==> src/rtl/mlp_param_loader_if.sv <==
// Word-stream handshake between the parameter source and the MLP loader.
// The master drives valid/data/last and the slave answers with ready.
interface mlp_param_loader_if #(
  parameter int W = 8
);
  logic         in_valid;
  logic         in_ready;
  logic [W-1:0] in_data;
  logic         in_last;

  modport master (
    output in_valid,
    output in_data,
    output in_last,
    input  in_ready
  );

  modport slave (
    input  in_valid,
    input  in_data,
    input  in_last,
    output in_ready
  );
endinterface

==> src/rtl/mlp_param_loader.sv <==
// mlp_param_loader: unpacks a serial stream of Q(QM).(QN) words into the
// bias/weight arrays and the input vector of the MLP core, then pulses the
// core start strobes for one cycle after a complete, well-formed frame.
// Frame order: per layer, per neuron: bias, then N weights; then N x words.
// Optional feature macro: MLP_LOADER_CHECKSUM_EN appends a mod-2^W sum word
// that must match the running sum of the frame before the strobes fire.
module mlp_param_loader #(
  parameter int M  = 3,
  parameter int N  = 3,
  parameter int QM = 3,
  parameter int QN = 5
) (
  input  logic                                    clk,
  input  logic                                    nrst,
  input  logic                                    start,
  mlp_param_loader_if.slave                       s_in,
  output logic [N-1:0][QM+QN-1:0]                 x,
  output logic [M-2:0][N-1:0][N-1:0][QM+QN-1:0]   w,
  output logic [M-2:0][N-1:0][QM+QN-1:0]          b,
  output logic                                    init,
  output logic                                    initial_flag,
  output logic                                    weight_flag,
  output logic                                    busy,
  output logic                                    err
);

  localparam int W  = QM + QN;
  localparam int L  = M - 1;
  localparam int LW = (L > 1) ? $clog2(L) : 1;
  localparam int JW = (N > 1) ? $clog2(N) : 1;
  localparam int KW = $clog2(N + 1);

  localparam logic [LW-1:0] L_LAST = LW'(L - 1);
  localparam logic [LW-1:0] L_ONE  = LW'(1);
  localparam logic [JW-1:0] J_LAST = JW'(N - 1);
  localparam logic [JW-1:0] J_ONE  = JW'(1);
  localparam logic [KW-1:0] K_LAST = KW'(N);
  localparam logic [KW-1:0] K_ONE  = KW'(1);

  typedef enum logic [1:0] {
    S_IDLE = 2'd0,
    S_LOAD = 2'd1,
    S_FIRE = 2'd2
  } state_t;

  state_t state_r;
  state_t next_state_s;

  // Frame position: layer, neuron, slot (0 = bias, 1..N = weight), x index.
  logic [LW-1:0] l_r;
  logic [JW-1:0] j_r;
  logic [KW-1:0] k_r;
  logic [JW-1:0] i_r;
  logic          phase_r;       // 0 = weight/bias section, 1 = x section

  logic [N-1:0][W-1:0]               x_r;
  logic [L-1:0][N-1:0][N-1:0][W-1:0] w_r;
  logic [L-1:0][N-1:0][W-1:0]        b_r;

  logic in_ready_r;
  logic busy_r;
  logic err_r;
  logic fire_r;

  logic          hs_s;
  logic          is_final_s;
  logic          sum_bad_s;
  logic          frame_err_s;
  logic          accept_s;
  logic          store_s;
  logic          start_acc_s;
  logic [JW-1:0] widx_s;

  logic in_ready_nx_s;
  logic busy_nx_s;
  logic fire_nx_s;
  logic err_nx_s;
  logic wr_b_s;
  logic wr_w_s;
  logic wr_x_s;

  assign hs_s        = in_ready_r & s_in.in_valid;
  assign start_acc_s = (state_r == S_IDLE) & start;
  assign widx_s      = JW'(k_r - K_ONE);

`ifdef MLP_LOADER_CHECKSUM_EN
  logic [W-1:0] sum_r;
  logic         sum_phase_r;    // next word is the checksum word

  assign is_final_s = sum_phase_r;
  assign sum_bad_s  = (sum_r != s_in.in_data);
  assign store_s    = accept_s & ~sum_phase_r;

  // Running mod-2^W sum of the stored words and checksum-slot tracking.
  always_ff @(posedge clk or negedge nrst) begin
    if (!nrst) begin
      sum_r       <= {W{1'b0}};
      sum_phase_r <= 1'b0;
    end else if (start_acc_s) begin
      sum_r       <= {W{1'b0}};
      sum_phase_r <= 1'b0;
    end else if (store_s) begin
      sum_r       <= sum_r + s_in.in_data;
      sum_phase_r <= phase_r & (i_r == J_LAST);
    end else begin
      sum_r       <= sum_r;
      sum_phase_r <= sum_phase_r;
    end
  end
`else
  assign is_final_s = phase_r & (i_r == J_LAST);
  assign sum_bad_s  = 1'b0;
  assign store_s    = accept_s;
`endif

  // A word is bad if in_last disagrees with the frame position, or if the
  // closing word fails the checksum; bad words are never stored.
  assign frame_err_s = hs_s & ((s_in.in_last != is_final_s) | (is_final_s & sum_bad_s));
  assign accept_s    = hs_s & ~frame_err_s;

  // FSM state register.
  always_ff @(posedge clk or negedge nrst) begin
    if (!nrst) begin
      state_r <= S_IDLE;
    end else begin
      state_r <= next_state_s;
    end
  end

  // FSM next-state logic.
  always_comb begin
    next_state_s = state_r;
    case (state_r)
      S_IDLE: begin
        if (start) begin
          next_state_s = S_LOAD;
        end else begin
          next_state_s = S_IDLE;
        end
      end
      S_LOAD: begin
        if (frame_err_s) begin
          next_state_s = S_IDLE;
        end else if (accept_s && is_final_s) begin
          next_state_s = S_FIRE;
        end else begin
          next_state_s = S_LOAD;
        end
      end
      S_FIRE: begin
        next_state_s = S_IDLE;
      end
      default: begin
        next_state_s = S_IDLE;
      end
    endcase
  end

  // FSM output decode: next values of the registered outputs and write enables.
  always_comb begin
    in_ready_nx_s = 1'b0;
    busy_nx_s     = 1'b0;
    fire_nx_s     = 1'b0;
    err_nx_s      = err_r;
    wr_b_s        = 1'b0;
    wr_w_s        = 1'b0;
    wr_x_s        = 1'b0;
    case (next_state_s)
      S_LOAD: begin
        in_ready_nx_s = 1'b1;
        busy_nx_s     = 1'b1;
      end
      S_FIRE: begin
        busy_nx_s = 1'b1;
        fire_nx_s = 1'b1;
      end
      default: begin
        in_ready_nx_s = 1'b0;
        busy_nx_s     = 1'b0;
      end
    endcase
    if (start_acc_s) begin
      err_nx_s = 1'b0;
    end else if (frame_err_s) begin
      err_nx_s = 1'b1;
    end else begin
      err_nx_s = err_r;
    end
    if (store_s) begin
      wr_b_s = ~phase_r & (k_r == {KW{1'b0}});
      wr_w_s = ~phase_r & (k_r != {KW{1'b0}});
      wr_x_s = phase_r;
    end else begin
      wr_b_s = 1'b0;
      wr_w_s = 1'b0;
      wr_x_s = 1'b0;
    end
  end

  // Registered handshake, status and strobe outputs.
  always_ff @(posedge clk or negedge nrst) begin
    if (!nrst) begin
      in_ready_r <= 1'b0;
      busy_r     <= 1'b0;
      fire_r     <= 1'b0;
      err_r      <= 1'b0;
    end else begin
      in_ready_r <= in_ready_nx_s;
      busy_r     <= busy_nx_s;
      fire_r     <= fire_nx_s;
      err_r      <= err_nx_s;
    end
  end

  // Frame position counters: slot carries into neuron, neuron into layer,
  // layer carry-out switches to the x section.
  always_ff @(posedge clk or negedge nrst) begin
    if (!nrst) begin
      l_r     <= {LW{1'b0}};
      j_r     <= {JW{1'b0}};
      k_r     <= {KW{1'b0}};
      i_r     <= {JW{1'b0}};
      phase_r <= 1'b0;
    end else if (start_acc_s) begin
      l_r     <= {LW{1'b0}};
      j_r     <= {JW{1'b0}};
      k_r     <= {KW{1'b0}};
      i_r     <= {JW{1'b0}};
      phase_r <= 1'b0;
    end else if (store_s && !phase_r) begin
      if (k_r == K_LAST) begin
        k_r <= {KW{1'b0}};
        if (j_r == J_LAST) begin
          j_r <= {JW{1'b0}};
          if (l_r == L_LAST) begin
            l_r     <= {LW{1'b0}};
            phase_r <= 1'b1;
          end else begin
            l_r <= l_r + L_ONE;
          end
        end else begin
          j_r <= j_r + J_ONE;
        end
      end else begin
        k_r <= k_r + K_ONE;
      end
    end else if (store_s && phase_r) begin
      if (i_r == J_LAST) begin
        i_r <= i_r;
      end else begin
        i_r <= i_r + J_ONE;
      end
    end else begin
      l_r     <= l_r;
      j_r     <= j_r;
      k_r     <= k_r;
      i_r     <= i_r;
      phase_r <= phase_r;
    end
  end

  // Parameter storage: words are written bit-exact to the addressed slot.
  always_ff @(posedge clk or negedge nrst) begin
    if (!nrst) begin
      x_r <= {(N * W){1'b0}};
      w_r <= {(L * N * N * W){1'b0}};
      b_r <= {(L * N * W){1'b0}};
    end else if (wr_b_s) begin
      b_r[l_r][j_r] <= s_in.in_data;
    end else if (wr_w_s) begin
      w_r[l_r][j_r][widx_s] <= s_in.in_data;
    end else if (wr_x_s) begin
      x_r[i_r] <= s_in.in_data;
    end else begin
      x_r <= x_r;
      w_r <= w_r;
      b_r <= b_r;
    end
  end

  assign s_in.in_ready = in_ready_r;
  assign x             = x_r;
  assign w             = w_r;
  assign b             = b_r;
  assign init          = fire_r;
  assign initial_flag  = fire_r;
  assign weight_flag   = fire_r;
  assign busy          = busy_r;
  assign err           = err_r;

endmodule
==> src/flat_wrapper.sv <==
// flat-port wrapper written by rule: the top's interface ports become plain ports
module mlp_param_loader_flat 
#(
  parameter int M  = 3,
  parameter int N  = 3,
  parameter int QM = 3,
  parameter int QN = 5
)
  (clk, nrst, start, x, w, b, init, initial_flag, weight_flag, busy, err, s_in_in_valid, s_in_in_data, s_in_in_last, s_in_in_ready);
  mlp_param_loader_if s_in_i ();
  input  logic clk;
  input  logic nrst;
  input  logic start;
  output logic [N-1:0][QM+QN-1:0] x;
  output logic [M-2:0][N-1:0][N-1:0][QM+QN-1:0] w;
  output logic [M-2:0][N-1:0][QM+QN-1:0] b;
  output logic init;
  output logic initial_flag;
  output logic weight_flag;
  output logic busy;
  output logic err;
  input wire logic [$bits(s_in_i.in_valid)-1:0] s_in_in_valid;
  input wire logic [$bits(s_in_i.in_data)-1:0] s_in_in_data;
  input wire logic [$bits(s_in_i.in_last)-1:0] s_in_in_last;
  output wire logic [$bits(s_in_i.in_ready)-1:0] s_in_in_ready;
  assign s_in_i.in_valid = s_in_in_valid;
  assign s_in_i.in_data = s_in_in_data;
  assign s_in_i.in_last = s_in_in_last;
  assign s_in_in_ready = s_in_i.in_ready;
  mlp_param_loader #(.M(M), .N(N), .QM(QM), .QN(QN)) u_core (.clk(clk), .nrst(nrst), .start(start), .s_in(s_in_i), .x(x), .w(w), .b(b), .init(init), .initial_flag(initial_flag), .weight_flag(weight_flag), .busy(busy), .err(err));
endmodule
==> config.mk <==
export PLATFORM = sky130hd
export DESIGN_NAME = mlp_param_loader_flat
export DESIGN_NICKNAME = d
export VERILOG_FILES = /design/src/rtl/mlp_param_loader_if.sv /design/src/rtl/mlp_param_loader.sv /design/src/flat_wrapper.sv
export SDC_FILE = /design/constraint.sdc
export NUM_CORES = 1
export LEC_CHECK = 0
export ABC_AREA = 1
export BUFFER_PORTS_ARGS = -buffer_cell sky130_fd_sc_hd__buf_2
export CAP_MARGIN = 20
export CORE_MARGIN = 2
export CORE_UTILIZATION = 35
export CTS_CLUSTER_SIZE = 30
export DETAILED_ROUTE_END_ITERATION = 7
export SKIP_LAST_GASP = 1
export SLEW_MARGIN = 25
export SYNTH_ARGS = -nofsm -noshare
export SYNTH_HDL_FRONTEND = slang
export SYNTH_SLANG_ARGS = --single-unit
==> constraint.sdc <==
create_clock -name clk -period 2.3 [get_ports clk]
set_clock_uncertainty 0.2 [all_clocks]
set_input_delay 0.23 -clock clk [delete_from_list [all_inputs] [get_ports clk]]
set_output_delay 0.23 -clock clk [all_outputs]
set_load 0.03 [all_outputs]
-- Yosys cells after proc, flatten, opt, wreduce, memory -nomap -nowiden
Index checks and enable logic that the tools add are counted.
- output and inout port bits: 222
- word-level logic and storage cells: 142
- register bits after elaboration: 230
- input port bits: 13
- add/subtract/negate cells: 5
- $lt $le $gt $ge: 8
- eq/ne operators: 9
- reductions and logical operators: 24
- muxes and demuxes: 48
- bitwise logic cells: 11
- operators by type and width (operator ; count):
    144-bit bitwise mux ; 1
    72-bit demux with 1-bit select ; 1
    72-bit 2-to-1 mux ; 1
    48-bit bitwise mux ; 1
    24-bit demux with 2-bit select ; 1
    8-bit demux with 2-bit select ; 3
    24-bit 2-to-1 mux ; 2
    2-bit 2-to-1 mux ; 13
    24-bit bitwise mux ; 1
    24-bit demux with 1-bit select ; 1
    8-bit 2-to-1 mux ; 3
    1-bit 2-to-1 mux ; 19
    2-bit nonzero test ; 7
    2-bit by 3-bit less-than comparator with 1-bit output (second input constant) ; 3
    3-bit AND reduction ; 3
    2-bit equality test (second input constant) ; 4
    1-bit bitwise AND ; 7
    1-bit logical AND ; 7
    2-bit by 1-bit adder with 2-bit output (second input constant) ; 3
    2-bit by 1-bit greater-or-equal comparator with 1-bit output (second input constant) ; 3
    2-bit by 1-bit equality test with 1-bit output (second input constant) ; 2
    2-bit zero test ; 2
    2-bit by 1-bit != test with 1-bit output (second input constant) ; 2
    1-bit NOT ; 4
    10 further kinds ; 11

-- Depth between registers and ports, before layout
- word-level depth: 13
- gate-level depth with buffers: 11
- mapped depth without buffers: 11

-- Worst setup path before layout
No wires, ideal clock.
- kind: register -> register
- from: register u_core.in_ready_r, in the netlist u_core.s_in.in_ready
- to: register u_core.busy_r, in the netlist u_core.busy
- arrival: 1525 ps
- clock period less this slack: 1788 ps
- slack: 512 ps
- buffers on the path: 0
- library setup time: 63 ps
- cell stages (with the launch flop): 9
- required time: 2037 ps
- path through: dfrtp_1 nand2_1 inv_1 nand3b_1 nand3_1 nand2_1 inv_1 ha_1 inv_1
- longest elaborated chain between the ends: 11
- elaborated cells on any way between the ends: 12
- classes of those cells: 2 x eq/ne; 4 x mux; 4 x bitwise; 2 x reduce/logical
- RTL lines (item ; line ; source):
    start, declared ; mlp_param_loader.sv:60 ; logic in_ready_r;
    start signal, assigned ; mlp_param_loader.sv:208 ; in_ready_r <= in_ready_nx_s;
    1-bit bitwise AND (*) ; mlp_param_loader.sv:82 ; assign hs_s = in_ready_r & s_in.in_valid;
    1-bit bitwise AND ; mlp_param_loader.sv:118 ; assign frame_err_s = hs_s & ((s_in.in_last != is_final_s) | (is_final_s & sum_bad_s));
    1-bit NOT ; mlp_param_loader.sv:119 ; assign accept_s = hs_s & ~frame_err_s;
    1-bit bitwise AND ; mlp_param_loader.sv:119 ;
    1-bit logical AND ; mlp_param_loader.sv:144 ; end else if (accept_s && is_final_s) begin
    2-bit 2-to-1 mux ; mlp_param_loader.sv:144 ;
    2-bit 2-to-1 mux (*) ; mlp_param_loader.sv:142 ; if (frame_err_s) begin
    2-bit one-hot mux with 2 select lines (*) ; mlp_param_loader.sv:133 ; case (state_r)
    via u_core.next_state_s[0] ; mlp_param_loader.sv:47 ; state_t next_state_s;
    2-bit by 1-bit equality test with 1-bit output / 2-bit equality test (equally long branches) ; mlp_param_loader.sv:168 ; case (next_state_s)
    2-bit OR reduction (no line) (*) ; - ;
    1-bit 2-to-1 mux (*) ; mlp_param_loader.sv:168 ;
    via u_core.busy_nx_s ; mlp_param_loader.sv:75 ; logic busy_nx_s;
    end signal, assigned ; mlp_param_loader.sv:209 ; busy_r <= busy_nx_s;
    end, declared ; mlp_param_loader.sv:61 ; logic busy_r;
Mark *: on every way through the listed nets, which the timed path passes. The rest lies on a longest branch.
A chain may end at the register's enable or synchronous reset.

-- Worst setup path in the final report
- from: register u_core.i_r[0]
- to: register u_core.err_r, in the netlist u_core.err
- longest elaborated chain between the ends: 5
- RTL lines (item ; line ; source):
    start, declared ; mlp_param_loader.sv:53 ; logic [JW-1:0] i_r;
    start signal, assigned ; mlp_param_loader.sv:222 ; i_r <= {JW{1'b0}};
    start signal, assigned ; mlp_param_loader.sv:228 ; i_r <= {JW{1'b0}};
    start signal, assigned ; mlp_param_loader.sv:249 ; i_r <= i_r;
    2-bit equality test ; mlp_param_loader.sv:111 ; assign is_final_s = phase_r & (i_r == J_LAST);
    1-bit bitwise AND ; mlp_param_loader.sv:111 ;
    1-bit != test ; mlp_param_loader.sv:118 ;
    1-bit bitwise AND ; mlp_param_loader.sv:118 ;
    2-bit nonzero test (no line) ; - ;
    end signal, assigned ; mlp_param_loader.sv:211 ; err_r <= err_nx_s;
    end, declared ; mlp_param_loader.sv:62 ; logic err_r;
No other way between the ends.

==> run_results.csv <==
group,metric,value,unit
run_status,status,"completed",
floorplan,core.rowCount,60,
critical_path,start_kind,"register",
critical_path,r2r-start,"u_core.i_r[0]$_DFFE_PN0P_",
sta,setup_violations,0,
placed_design,detailed_place_hpwl,18.8,mm
routing,viasPerCell,4.89,
synth,ys_seq_area_share,60.5,%
cts,cts_buffers,26,
pwr,ir_drop,583,µV
cts,postCtsSetupRepairBufs,0,
synth,synthFlopType,"dfrtp_1",
sta,fin_hold_ws,0.0252,ns
synth,synth_edf_count,0,
critical_path,cp.arrival,2.23,ns
cts,clkSinkCount,230,
sta,rsz0062_at_grt,"false",
floorplan,start_util,35.5,%
synth,yosysWarnings,0,
routing,dr.pass1.iters,6,
cts,cts-root-buf,"clkbuf_16",
cts,cts_resized,0,
job,drv_cap,0,
floorplan,die_w,169,µm
routing,wl,29.1,mm
sta,fmax,0.493,GHz
routing,ant_nets,0,
cts,cts_max_path_buffers,3,
global_route,grt_pass1_wl,46.1,mm
cts,clkLatencyLatePin,0.53,ns
cts,ctsHoldBuffers,7,
synth,synth_cells,1081,
floorplan,ios,235,
placed_design,portBuffers,234,
hold_path,hold_class,"primary input to async pin",
finish,fillers,2650,
critical_path,crit_start,"u_core.i_r[0]$_DFFE_PN0P_",
critical_path,r2r_setup_slack,0.27,ns
critical_path,crit_fanout,4,
finish,area_growth,28.5,%
global_route,gr-usage-all-layers,20.4,%
critical_path,regToRegEndpoint,"u_core.err$_DFFE_PN0P_",
sta,fin_crit_sh,88.1,%
cts,htree_levels,1,
synth,synth-seq-cells,230,
critical_path,crit_end,"u_core.err$_DFFE_PN0P_",
synth,synth_area_per_cell,8.80,µm²
sta,min_period,2.03,ns
critical_path,path_class,"register to register",
critical_path,end_kind,"register",
finish,final_cells,1691,
cts,clkSlewWorstSetupHoldPaths,0.06,ns
pwr,p_leak,7.21,nW
floorplan,die_y,169,µm
critical_path,required,2.51,ns
routing,wl_per_cell,17.2,µm
global_route,antenna_found_initial,0,
synth,syn_nets,1104,
cts,cts_tree,"yes",
critical_path,worstRegToRegCells,8,
finish,diodes,0,
synth,synth_cell_types,19,
floorplan,die_area,28500,µm²
global_route,grt-ovfl-total,0,
global_route,grt_max_degree,64,
sta,tns,0,ns
routing,dr_total_vias,8264,
floorplan,coreArea,26800,µm²
finish,nets,1353,
sta,drv_slew,0,
finish,final_cell_mix,"nand2_1, buf_2, dfrtp_1",
routing,route.detailed.drc,0,
pwr,power_density,1260,nW/µm²
synth,synth_area,9520,µm²
sta,hold_violations,0,
synth,synthArstFlopShare,100,%
placed_design,dp.cells,1636,
placed_design,place_congestion,0.794,
finish,layout-drive-gt1-share,26.2,%
sta,tightest_slew,0.852,ns
sta,slew_headroom,43.2,%
finish,final_common_cell,"nand2_1",
routing,drtIter0Drc,663,
pwr,fin_total_pwr,15.4,mW
global_route,grt_pass1_vias,7939,
[Yosys cell counts (2+ instances only)]
library cell | n | area share (%)
a21oi_1 | 3 | 0.16
buf_1 | 2 | 0.079
buf_2 | 7 | 0.37
buf_4 | 13 | 1.0
clkbuf_1 | 34 | 1.3
dfrtp_1 | 230 | 60
ha_1 | 10 | 1.3
inv_1 | 26 | 1.0
inv_2 | 2 | 0.079
nand2_1 | 471 | 19
nand2_2 | 11 | 0.72
nand3_1 | 217 | 11
nand4_1 | 4 | 0.26
nor2_1 | 12 | 0.47
nor2_2 | 23 | 1.5
nor2_4 | 2 | 0.24
o21ai_0 | 12 | 0.63
[layout make-up]
cell class	count	area [µm²]	share of cell area (%)
repair buffers	277	1610	13.2
multi-input cells	767	3390	27.7
well taps	341	427	3.49
clock inverters	11	159	1.30
inverters	28	105	0.860
clock buffers	37	783	6.41
flip-flops and latches	230	5760	47.1
[flip-flops by register name, summed over array words and instances (netlist names)]
register,flops
u_core.state_r,2
u_core.s_in.in_ready,1
u_core.w,144
u_core.x,24
u_core.i_r,2
u_core.l_r,1
u_core.err,1
u_core.j_r,2
u_core.b,48
u_core.busy,1
u_core.init,1
u_core.k_r,2
u_core.phase_r,1
[cell families (layout without fill, tap and decap cells)]
| logic type | Yosys count | in the layout | synth area share [%] |
|---|---|---|---|
| buf+inv | 84 | 353 | 3.92 |
| simple gates | 742 | 742 | 33.5 |
| flops | 230 | 230 | 60.5 |
| compound gates | 15 | 15 | 0.789 |
| fa+ha+maj | 10 | 10 | 1.31 |
[power by group]
part / internal, mW / switching [mW]
sequential: 5.05 / 0.618
combinational: 1.35 / 3.92
clock: 2.81 / 1.69
total: 9.21 / 6.24
[critical path, stage by stage (launching register included)]
cell           delay [ns]
dfrtp_1              0.38
inv_1                0.13
ha_1                 0.21
nand2_1              0.08
nand2_1              0.09
nand2_1              0.08
a21oi_1              0.14
a21oi_1              0.05
dlygate4sd3_1        0.56
[worst min-delay path by stage]
| stage | from | to | slack [ns] | cells after the start |
|---|---|---|---|---|
| final | nrst | u_core.x[18]$_DFFE_PN0P_ | 0.03 | 2 |
| after floorplan | nrst | u_core.b[0]$_DFFE_PN0P_ | -0.27 | 0 |
| after detailed placement | nrst | u_core.x[18]$_DFFE_PN0P_ | -0.0009 | 1 |
| after global placement | nrst | u_core.x[18]$_DFFE_PN0P_ | -0.003 | 1 |
| after CTS | nrst | u_core.j_r[0]$_DFFE_PN0P_ | 0.03 | 2 |
| after global routing | s_in_in_data[1] | u_core.w[41]$_DFFE_PN0P_ | 0.06 | 3 |
[per-layer routing]
metal / vias up / global-route usage [%] / part of all wire [%]
li1: 3964 / - / -
met1: 3992 / 27.9 / 44
met2: 262 / 33.3 / 47
met3: 46 / 4.33 / 6.9
met4: 0 / 5.17 / 2.2
met5: - / 0 / 0
[through the flow]
stage / cell area [µm²] / setup slack, ns / utilization, %
6_report: 12200 / 0.273 / 45.6
3_5_place_dp: 11200 / 0.247 / 41.8
2_1_floorplan: 9520 / 0.512 / -
5_1_grt: 12200 / 0.0657 / 45.6
4_1_cts: 12200 / 0.248 / 45.6
3_3_place_gp: 11200 / 0.330 / 41.8
Power figures use the tool's default switching activity.
